==> config.mk <==
export PLATFORM = sky130hd
export DESIGN_NAME = seq_alu
export DESIGN_NICKNAME = d
export VERILOG_FILES = /design/src/rtl/seq_alu.sv
export SDC_FILE = /design/constraint.sdc
export NUM_CORES = 1
export LEC_CHECK = 0
export CAP_MARGIN = 40
export CORE_MARGIN = 5
export CORE_UTILIZATION = 45
export DETAILED_ROUTE_END_ITERATION = 8
export GPL_TIMING_DRIVEN = 0
export PLACE_DENSITY = 0.68
export SYNTH_ARGS = -nofsm -noshare
export SYNTH_HDL_FRONTEND = slang
export SYNTH_SLANG_ARGS = --single-unit
==> constraint.sdc <==
create_clock -name clk -period 6.9 [get_ports clk]
set_input_delay 1.035 -clock clk [delete_from_list [all_inputs] [get_ports clk]]
set_output_delay 1.035 -clock clk [all_outputs]
set_load 0.02 [all_outputs]
==> src/rtl/seq_alu.sv <==
//======================================================================
// Module   : seq_alu
// Purpose  : Registered WIDTH-bit ALU (and/or/xor/add with operand
//            inversion) plus iterative unsigned shift-add multiply,
//            with valid/ready handshakes on input and output.
//            Optional macro: SEQ_ALU_SATURATE_EN (signed add saturation).
// Revision : 1.0 - initial release
//======================================================================
`default_nettype none

module seq_alu #(
  parameter int WIDTH = 8,
  parameter int CNT_W = $clog2(WIDTH) + 1
) (
  input  logic             clk,
  input  logic             rst,
  input  logic             in_valid,
  output logic             in_ready,
  input  logic [4:0]       op,
  input  logic [WIDTH-1:0] a,
  input  logic [WIDTH-1:0] b,
  output logic             out_valid,
  input  logic             out_ready,
  output logic [WIDTH-1:0] y,
  output logic [WIDTH-1:0] prod_hi,
  output logic             cout,
  output logic             neg,
  output logic             zero,
  output logic             overflow,
  output logic             busy
);

  typedef enum logic [0:0] {
    S_IDLE = 1'b0,
    S_MUL  = 1'b1
  } state_t;

  localparam logic [CNT_W-1:0] LAST_ITER = CNT_W'(WIDTH - 1);

  state_t            state_q, state_d;
  logic [CNT_W-1:0]  cnt_q, cnt_d;
  logic [WIDTH-1:0]  mcand_q, mcand_d;
  logic [WIDTH-1:0]  hi_q, hi_d;
  logic [WIDTH-1:0]  lo_q, lo_d;
  logic [WIDTH-1:0]  y_q, y_d;
  logic [WIDTH-1:0]  prod_hi_q, prod_hi_d;
  logic              cout_q, cout_d;
  logic              neg_q, neg_d;
  logic              zero_q, zero_d;
  logic              ovf_q, ovf_d;
  logic              out_valid_q, out_valid_d;

  logic              accept;
  logic [WIDTH-1:0]  a_mux, b_mux;
  logic [WIDTH:0]    sum_ext;
  logic              add_ovf;
  logic [WIDTH:0]    step_ext;
  logic [WIDTH-1:0]  hi_next, lo_next;
  logic [WIDTH-1:0]  res;

  assign in_ready = (state_q == S_IDLE) && (!out_valid_q || out_ready);
  assign accept   = in_valid && in_ready;

  assign a_mux   = op[3] ? ~a : a;
  assign b_mux   = op[2] ? ~b : b;
  assign sum_ext = {1'b0, a_mux} + {1'b0, b_mux} + {{WIDTH{1'b0}}, op[2]};
  assign add_ovf = (a_mux[WIDTH-1] == b_mux[WIDTH-1]) &&
                   (sum_ext[WIDTH-1] != a_mux[WIDTH-1]);

  // One shift-add step: carry of the partial sum re-enters the top bit,
  // the partial sum LSB shifts down into the product low half.
  assign step_ext = {1'b0, hi_q} + {1'b0, (lo_q[0] ? mcand_q : {WIDTH{1'b0}})};
  assign hi_next  = step_ext[WIDTH:1];
  assign lo_next  = {step_ext[0], lo_q[WIDTH-1:1]};

  always_comb begin
    state_d     = state_q;
    cnt_d       = cnt_q;
    mcand_d     = mcand_q;
    hi_d        = hi_q;
    lo_d        = lo_q;
    y_d         = y_q;
    prod_hi_d   = prod_hi_q;
    cout_d      = cout_q;
    neg_d       = neg_q;
    zero_d      = zero_q;
    ovf_d       = ovf_q;
    out_valid_d = out_valid_q && !out_ready;
    res         = {WIDTH{1'b0}};

    unique case (op[1:0])
      2'b00:   res = a_mux & b_mux;
      2'b01:   res = a_mux | b_mux;
      2'b10:   res = a_mux ^ b_mux;
      default: res = sum_ext[WIDTH-1:0];
    endcase
`ifdef SEQ_ALU_SATURATE_EN
    if (op[1:0] == 2'b11 && add_ovf) begin
      res = a_mux[WIDTH-1] ? {1'b1, {(WIDTH-1){1'b0}}} : {1'b0, {(WIDTH-1){1'b1}}};
    end
`endif

    unique case (state_q)
      S_IDLE: begin
        if (accept) begin
          if (op[4]) begin
            mcand_d = a;
            lo_d    = b;
            hi_d    = {WIDTH{1'b0}};
            cnt_d   = {CNT_W{1'b0}};
            state_d = S_MUL;
          end else begin
            y_d         = res;
            prod_hi_d   = {WIDTH{1'b0}};
            cout_d      = (op[1:0] == 2'b11) && sum_ext[WIDTH];
            neg_d       = (op[1:0] == 2'b11) && !sum_ext[WIDTH] && op[2];
            zero_d      = (res == {WIDTH{1'b0}});
            ovf_d       = (op[1:0] == 2'b11) && add_ovf;
            out_valid_d = 1'b1;
          end
        end
      end
      S_MUL: begin
        hi_d  = hi_next;
        lo_d  = lo_next;
        cnt_d = cnt_q + 1'b1;
        if (cnt_q == LAST_ITER) begin
          state_d     = S_IDLE;
          y_d         = lo_next;
          prod_hi_d   = hi_next;
          cout_d      = 1'b0;
          neg_d       = 1'b0;
          zero_d      = (lo_next == {WIDTH{1'b0}});
          ovf_d       = (hi_next != {WIDTH{1'b0}});
          out_valid_d = 1'b1;
        end
      end
      default: state_d = S_IDLE;
    endcase
  end

  always_ff @(posedge clk) begin
    if (rst) begin
      state_q     <= S_IDLE;
      cnt_q       <= {CNT_W{1'b0}};
      mcand_q     <= {WIDTH{1'b0}};
      hi_q        <= {WIDTH{1'b0}};
      lo_q        <= {WIDTH{1'b0}};
      y_q         <= {WIDTH{1'b0}};
      prod_hi_q   <= {WIDTH{1'b0}};
      cout_q      <= 1'b0;
      neg_q       <= 1'b0;
      zero_q      <= 1'b0;
      ovf_q       <= 1'b0;
      out_valid_q <= 1'b0;
    end else begin
      state_q     <= state_d;
      cnt_q       <= cnt_d;
      mcand_q     <= mcand_d;
      hi_q        <= hi_d;
      lo_q        <= lo_d;
      y_q         <= y_d;
      prod_hi_q   <= prod_hi_d;
      cout_q      <= cout_d;
      neg_q       <= neg_d;
      zero_q      <= zero_d;
      ovf_q       <= ovf_d;
      out_valid_q <= out_valid_d;
    end
  end

  assign out_valid = out_valid_q;
  assign y         = y_q;
  assign prod_hi   = prod_hi_q;
  assign cout      = cout_q;
  assign neg       = neg_q;
  assign zero      = zero_q;
  assign overflow  = ovf_q;
  assign busy      = (state_q == S_MUL);

endmodule

`default_nettype wire

# After elaboration in Yosys (flattened, before gate mapping)
# Cells that the tools add are included.
# totals
word_cells,95
register_bits,50
in_bits,25
out_inout_bits,23
# classes
n_reduce_logical,19
bitwise_logic,6
addsub,4
muxes,44
eq_ne,10
# ops
op,n
$mux W8,13
$pmux W8 S2,4
$pmux W8 S3,1
$add A8 B8 Y9,2
$mux W1,17
$logic_not A8 Y1,2
$not A8 Y8,2
$pmux W1 S2,6
$add A9 B1 Y9,1
$and A8 B8 Y8,1
$logic_and A1 B1 Y1,8
$mux W4,2
$or A8 B8 Y8,1
$pmux W4 S2,1
$reduce_bool A8 Y1,1
$xor A8 B8 Y8,1
$ne A2 B2 Y1 const B,3
$reduce_and A3 Y1,2
$add A4 B1 Y4 const B,1
$eq A2 B2 Y1 const B,2
$eq A4 B3 Y1 const B,1
$logic_not A1 Y1,3
$eq A2 B1 Y1 const B,1
$logic_not A2 Y1,1
other kinds (6),6

# Logic depth before layout (Yosys ltp)
# Gate-level depths: netlist (run 1).
# logic_depth
word_depth,10
mapped_depth,10
depth_no_buf,9

# Worst setup path after synthesis (run 1)
# OpenSTA, ideal clock, no wires.
# synth_timing
path_kind,input port to flip-flop
from,in op[2]
to,"reg zero_q, in the netlist zero"
setup_time_ps,96
cell_stages,10
arrival_time_ps,3159
t_required_ps,6804
setup_slack_ps,3645
path_buffers,1
path_cell_list,clkbuf_1 > xor2_1 > inv_1 > fa_1 > xnor2_1 > mux2_2 > a21oi_1 > o211a_1 > nand4b_1 > o41ai_2
# synth_via
elab_chain_cells,8
word_cells_on_any_way,11
cone_classes,2 x add/sub; 5 x mux; 3 x bitwise; 1 x reduce/logical
# synth_lines
element,line,rtl
from (decl),19,"input logic [4:0] op,"
$mux W8,65,assign b_mux = op[2] ? ~b : b;
$add A8 B8 Y9,66,"assign sum_ext = {1'b0, a_mux} + {1'b0, b_mux} + {{WIDTH{1'b0}}, op[2]};"
$add A9 B1 Y9,66,
$pmux W8 S3 (*),91,unique case (op[1:0])
$logic_not A8 Y1 (*),117,zero_d = (res == {WIDTH{1'b0}});
$mux W1 (*),106,if (op[4]) begin
$mux W1 (*),105,if (accept) begin
$pmux W1 S2 (*),103,unique case (state_q)
to (signal assigned),166,zero_q <= zero_d;
to (decl),49,"logic zero_q, zero_d;"
# Every way passes the cells marked *; elsewhere a longest branch is shown, timed or not. The select of a mux whose other input is x is not followed.
# A chain may end at the register's enable or synchronous reset.

# Worst setup path in the final report (run 1)
# Ends and elaborated chain as after synthesis.

==> reports/metrics.cfg, run 1 <==
[power]
p_leak_nw=1.55
power_w=0.000685
ir_drop_mv=0.115
p_per_area_nw_per_um2=172

[global_route]
grt_pass1_vias=3109
antenna_found_initial=0
grt_pass1_wl_um=15300
grt_use_total_pct=21.5
grt_overflow=0
grt_max_degree=14

[logic_synthesis]
synth_ff_type=dfxtp_1
synth_area_per_cell_sq_um=7.87
async_flop_share_pct=0
yosysWarnings=0
syn_nets=475
netlist_area_sq_um=3340
yosysUniqueCellTypes=55
synth_cells=425
ys_ff_latch=50
ys_seq_area_share_pct=29.9
synth_edf_count=0

[run]
drv_cap=0

[timing]
hold_violations=0
skew_ns=0.00433
tns_ns=0
fmax_mhz=252
fin_crit_ns=3.97
fin_hold_ws_ns=0.451
period_share_pct=57.5
slew_viol_final=0
slew_headroom_pct=44.2
setup_viol=0
worst-slew-pin-transition_ns=0.828
rsz0062_at_grt=false

[routing]
drc_errors=0
drt-total-wl_um=9510
dr.pass1.iters=5
drt-vias-per-instance=5.69
drt_iter0_drc=252
num_vias=3271
met3WireLength_um=564
wl_met1_um=4590
wl_met2_um=4240
top_layer_used=met4
ant_nets=0
route.detailed.wl_per_inst_um=16.5

[critical_path]
cp_data_required_time_ns=7.11
end_kind=flop
start_kind=primary input
cp.arrival_ns=4.18
crit_fanout=10
crit_type=in -> reg

[placement]
gp_congestion=0.915
io_buffer_count=44
hpwl_um=7260
place_inst=568

[floorplan]
initial_core_util_pct=46.1
fp.dieW_um=96.2
dieArea_sq_um=9250
core_sq_um=7250
die_h_um=96.2
num_rows=31
ios=48

[cells_and_area]
area_delta_synth_final_pct=19.2
final_common_cell=nand2_1
antenna_cells=0
most-common-layout-cells=nand2_1 (59), dfxtp_1 (50), clkdlybuf4s50_1 (44)
n_fill_cell=714
final_cell_count_no_fill=575
fin_util_pct=54.9
nNetsFinal=526
drive_above_1_share_pct=3.99

[clock_network]
htree_levels=2
cts_hold_buf=0
cts_tree=built
clock_sink_count=50
cts_setup_buffers=0
insertion_delay_ns=0.30
root_buffer=clkbuf_8
cts_resized=0
cts.reportedPaths.clkPinSlew_ns=0.09
clock_path_buffers=2
numCtsBuffers=5

[min_path]
min_path_type=reg -> reg

[outcome]
status=finished, final reports clean

## final cells by class
class	count	area (sq um)	area share, %
Timing Repair Buffer	44	440	11.1
Inverter	22	82.6	2.07
Sequential cell	50	1000	25.1
Buffer	26	110	2.76
Tap cell	99	124	3.11
Clock buffer	7	76.3	1.92
Multi-Input combinational cell	327	2150	54.0
## metrics by stage
stage / setup WS [ns] / cell area [sq um]
4_1_cts: 2.99 / 3980
3_3_place_gp: 2.76 / 3910
3_5_place_dp: 2.70 / 3910
2_1_floorplan: 3.65 / 3340
5_1_grt: 2.82 / 3980
6_report: 2.93 / 3980
## power breakdown
group          leakage, nW  total, W  switching, W  internal, W
clock               0.0383  0.000162     0.0000923    0.0000701
sequential           0.406  0.000308    0.00000858     0.000300
combinational         1.10  0.000214      0.000128    0.0000857
## logic make-up after synthesis
family	synth area share (%)
and+or+nand+nor	21.7
AOI/OAI and AO/OA	25.1
DFF	29.9
buffers and inverters	5.76
adders and majority gates	10.4
xor gates and xnor gates	6.51
muxes	0.636
## per-layer routing
metal / vias up / GRT usage, %
met2: 119 / 35.4
met1: 1543 / 29.8
met5: - / 0
li1: 1598 / -
met3: 11 / 3.13
met4: 0 / 3.91
## worst max-delay path, stage by stage
cell             delay [ns]
clkdlybuf4s50_1        0.48
clkbuf_1               0.53
xor2_1                 0.27
inv_1                  0.11
ha_1                   0.31
nand2_1                0.08
a211o_4                0.36
nand3_1                0.09
nor3b_1                0.43
nand4b_1               0.18
o41ai_2                0.29
## state kept, by name, summed over array words and instances (netlist names)
| name | count |
|---|---|
| y | 8 |
| cout | 1 |
| lo_q | 8 |
| neg | 1 |
| out_valid | 1 |
| mcand_q | 8 |
| cnt_q | 4 |
| zero | 1 |
| hi_q | 8 |
| overflow | 1 |
| prod_hi | 8 |
| busy | 1 |
## cells in the mapped netlist (7+ instances only)
library cell,n,area [sq um]
a21oi_1,42,210
inv_1,22,82.6
ha_1,23,288
and2_1,12,75.1
xnor2_1,10,87.6
xor2_1,13,114
nand2_1,59,221
a211oi_1,12,90.1
clkbuf_1,18,67.6
dfxtp_1,50,1000
o21ai_0,10,50.1
nor2_1,34,128
nor3_1,12,60.1
a22oi_1,7,52.6
nand3_1,12,60.1
## path summary, 6_finish.rpt
kind,startpoint,end,slack [ns],cells after the start
setup / recovery,op[2],zero$_SDFFE_PP0P_,2.93,11
hold / removal,prod_hi[5]$_SDFFE_PP0P_,prod_hi[5]$_SDFFE_PP0P_,0.45,2
setup reg to reg,lo_q[0]$_SDFFE_PP0P_,overflow$_SDFFE_PP0P_,4.04,9
hold reg to reg,prod_hi[5]$_SDFFE_PP0P_,prod_hi[5]$_SDFFE_PP0P_,0.45,2
(Power assumes the default switching activity.)
==> run 2, diff against run 1 <==
clock period = 4.1 ns   (was 6.9 ns; I/O delays follow)
==> results of run 2 <==
The final DEF is identical to that of run 1. Status: finished, final reports clean.
Among the figures that moved: setup slack after placement 2.70 ns -> 0.322 ns; setup slack after layout 2.93 ns -> 0.552 ns; register-to-register setup slack 4.04 ns -> 1.24 ns; total power 0.000685 W -> 0.00115 W; worst IR drop on VDD 0.115 mV -> 0.193 mV
==> run 3, diff against run 2 <==
PLACE_DENSITY = 0.76   (was 0.68)
==> run 3 against run 2 <==
- clock skew up 0.0019 ns
- worst setup slack better by 0.081 ns
- sequential share of layout area down 0.18 points
==> reports/metrics.cfg, run 3 (synthesis results as in run 1) <==
[outcome]
status=finished, final reports clean

[clock_network]
cts_hold_buf=0
root_buffer=clkbuf_8
insertion_delay_ns=0.31
cts_setup_buffers=0
clock_sink_count=50
clock_path_buffers=2
numCtsBuffers=5
cts_resized=0
htree_levels=2
cts.reportedPaths.clkPinSlew_ns=0.10
cts_tree=built

[timing]
rsz0062_at_grt=false
fmax_mhz=289
worst-slew-pin-transition_ns=0.745
setup_viol=0
skew_ns=0.00628
slew_headroom_pct=49.8
fin_hold_ws_ns=0.453
period_share_pct=84.5
slew_viol_final=0
fin_crit_ns=3.47
hold_violations=0
tns_ns=0

[cells_and_area]
antenna_cells=0
n_fill_cell=687
area_delta_synth_final_pct=20.0
nNetsFinal=526
final_common_cell=nand2_1
drive_above_1_share_pct=4.61
most-common-layout-cells=nand2_1 (59), dfxtp_1 (50), clkdlybuf4s50_1 (44)

[min_path]
min_path_type=reg -> reg

[placement]
gp_congestion=0.921
hpwl_um=7240
io_buffer_count=44

[routing]
drt-vias-per-instance=5.76
num_vias=3318
drc_errors=0
drt_iter0_drc=324
dr.pass1.iters=6
ant_nets=0
wl_met2_um=4320
met3WireLength_um=661
route.detailed.wl_per_inst_um=16.5
top_layer_used=met4
drt-total-wl_um=9520
wl_met1_um=4280

[critical_path]
start_kind=primary input
cp_data_required_time_ns=4.32
end_kind=flop
cp.arrival_ns=3.69
crit_fanout=10
crit_type=in -> reg

[power]
ir_drop_mv=0.178
power_w=0.00121
p_per_area_nw_per_um2=302
p_leak_nw=1.56

[global_route]
grt_overflow=0
grt_pass1_wl_um=15400
antenna_found_initial=0
grt_pass1_vias=3215
grt_max_degree=16
grt_use_total_pct=21.3

[floorplan]
num_rows=31
die_h_um=96.2
dieArea_sq_um=9250
core_sq_um=7250
initial_core_util_pct=46.1
ios=48
fp.dieW_um=96.2

[run]
drv_cap=0

-- run 3: area by class of cell --
cell class | instances | area [sq um] | area share, %
Inverter | 22 | 82.6 | 2.06
Clock buffer | 7 | 96.3 | 2.40
Clock inverter | 1 | 8.76 | 0.218
Tap cell | 99 | 124 | 3.09
Multi-Input combinational cell | 327 | 2150 | 53.6
Timing Repair Buffer | 44 | 440 | 11.0
Buffer | 26 | 110 | 2.74
Sequential cell | 50 | 1000 | 24.9
-- run 3: worst max-delay path: stages --
cell,delay (ns)
clkdlybuf4s50_1,0.47
clkbuf_1,0.52
xor2_1,0.26
inv_1,0.11
fa_1,0.44
nor2b_1,0.22
o21a_1,0.22
nor3_1,0.08
nor3_1,0.30
nand4b_1,0.16
o41ai_2,0.30
-- run 3: final timing paths --
check	start	endpoint	slack, ns	depth (start not counted)
max	op[2]	zero$_SDFFE_PP0P_	0.63	11
min	mcand_q[2]$_SDFFE_PP0P_	mcand_q[2]$_SDFFE_PP0P_	0.45	2
max reg2reg	lo_q[0]$_SDFFE_PP0P_	overflow$_SDFFE_PP0P_	1.24	9
min reg2reg	mcand_q[2]$_SDFFE_PP0P_	mcand_q[2]$_SDFFE_PP0P_	0.45	2
-- run 3: power by group --
part	internal, W	leakage, nW	switching [W]	total (W)
logic	0.000144	1.10	0.000216	0.000360
registers	0.000505	0.406	0.0000144	0.000519
clock network	0.000155	0.0544	0.000177	0.000332
total	0.000804	1.56	0.000407	0.00121
-- run 3: stage by stage --
step / setup slack (ns) / util (%) / instance area, sq um / instances
3_5_place_dp: 0.327 / 53.9 / 3910 / 568
6_report: 0.634 / 55.3 / 4010 / 576
2_1_floorplan: 1.27 / - / 3340 / 425
4_1_cts: 0.629 / 55.3 / 4010 / 576
3_3_place_gp: 0.417 / 53.9 / 3910 / 568
5_1_grt: 0.368 / 55.3 / 4010 / 576
-- run 3: layer usage --
metal | track usage, % | up-vias
met2 | 34.3 | 134
li1 | - | 1602
met1 | 28.5 | 1559
met3 | 3.67 | 23
met5 | 0 | -
met4 | 7.35 | 0
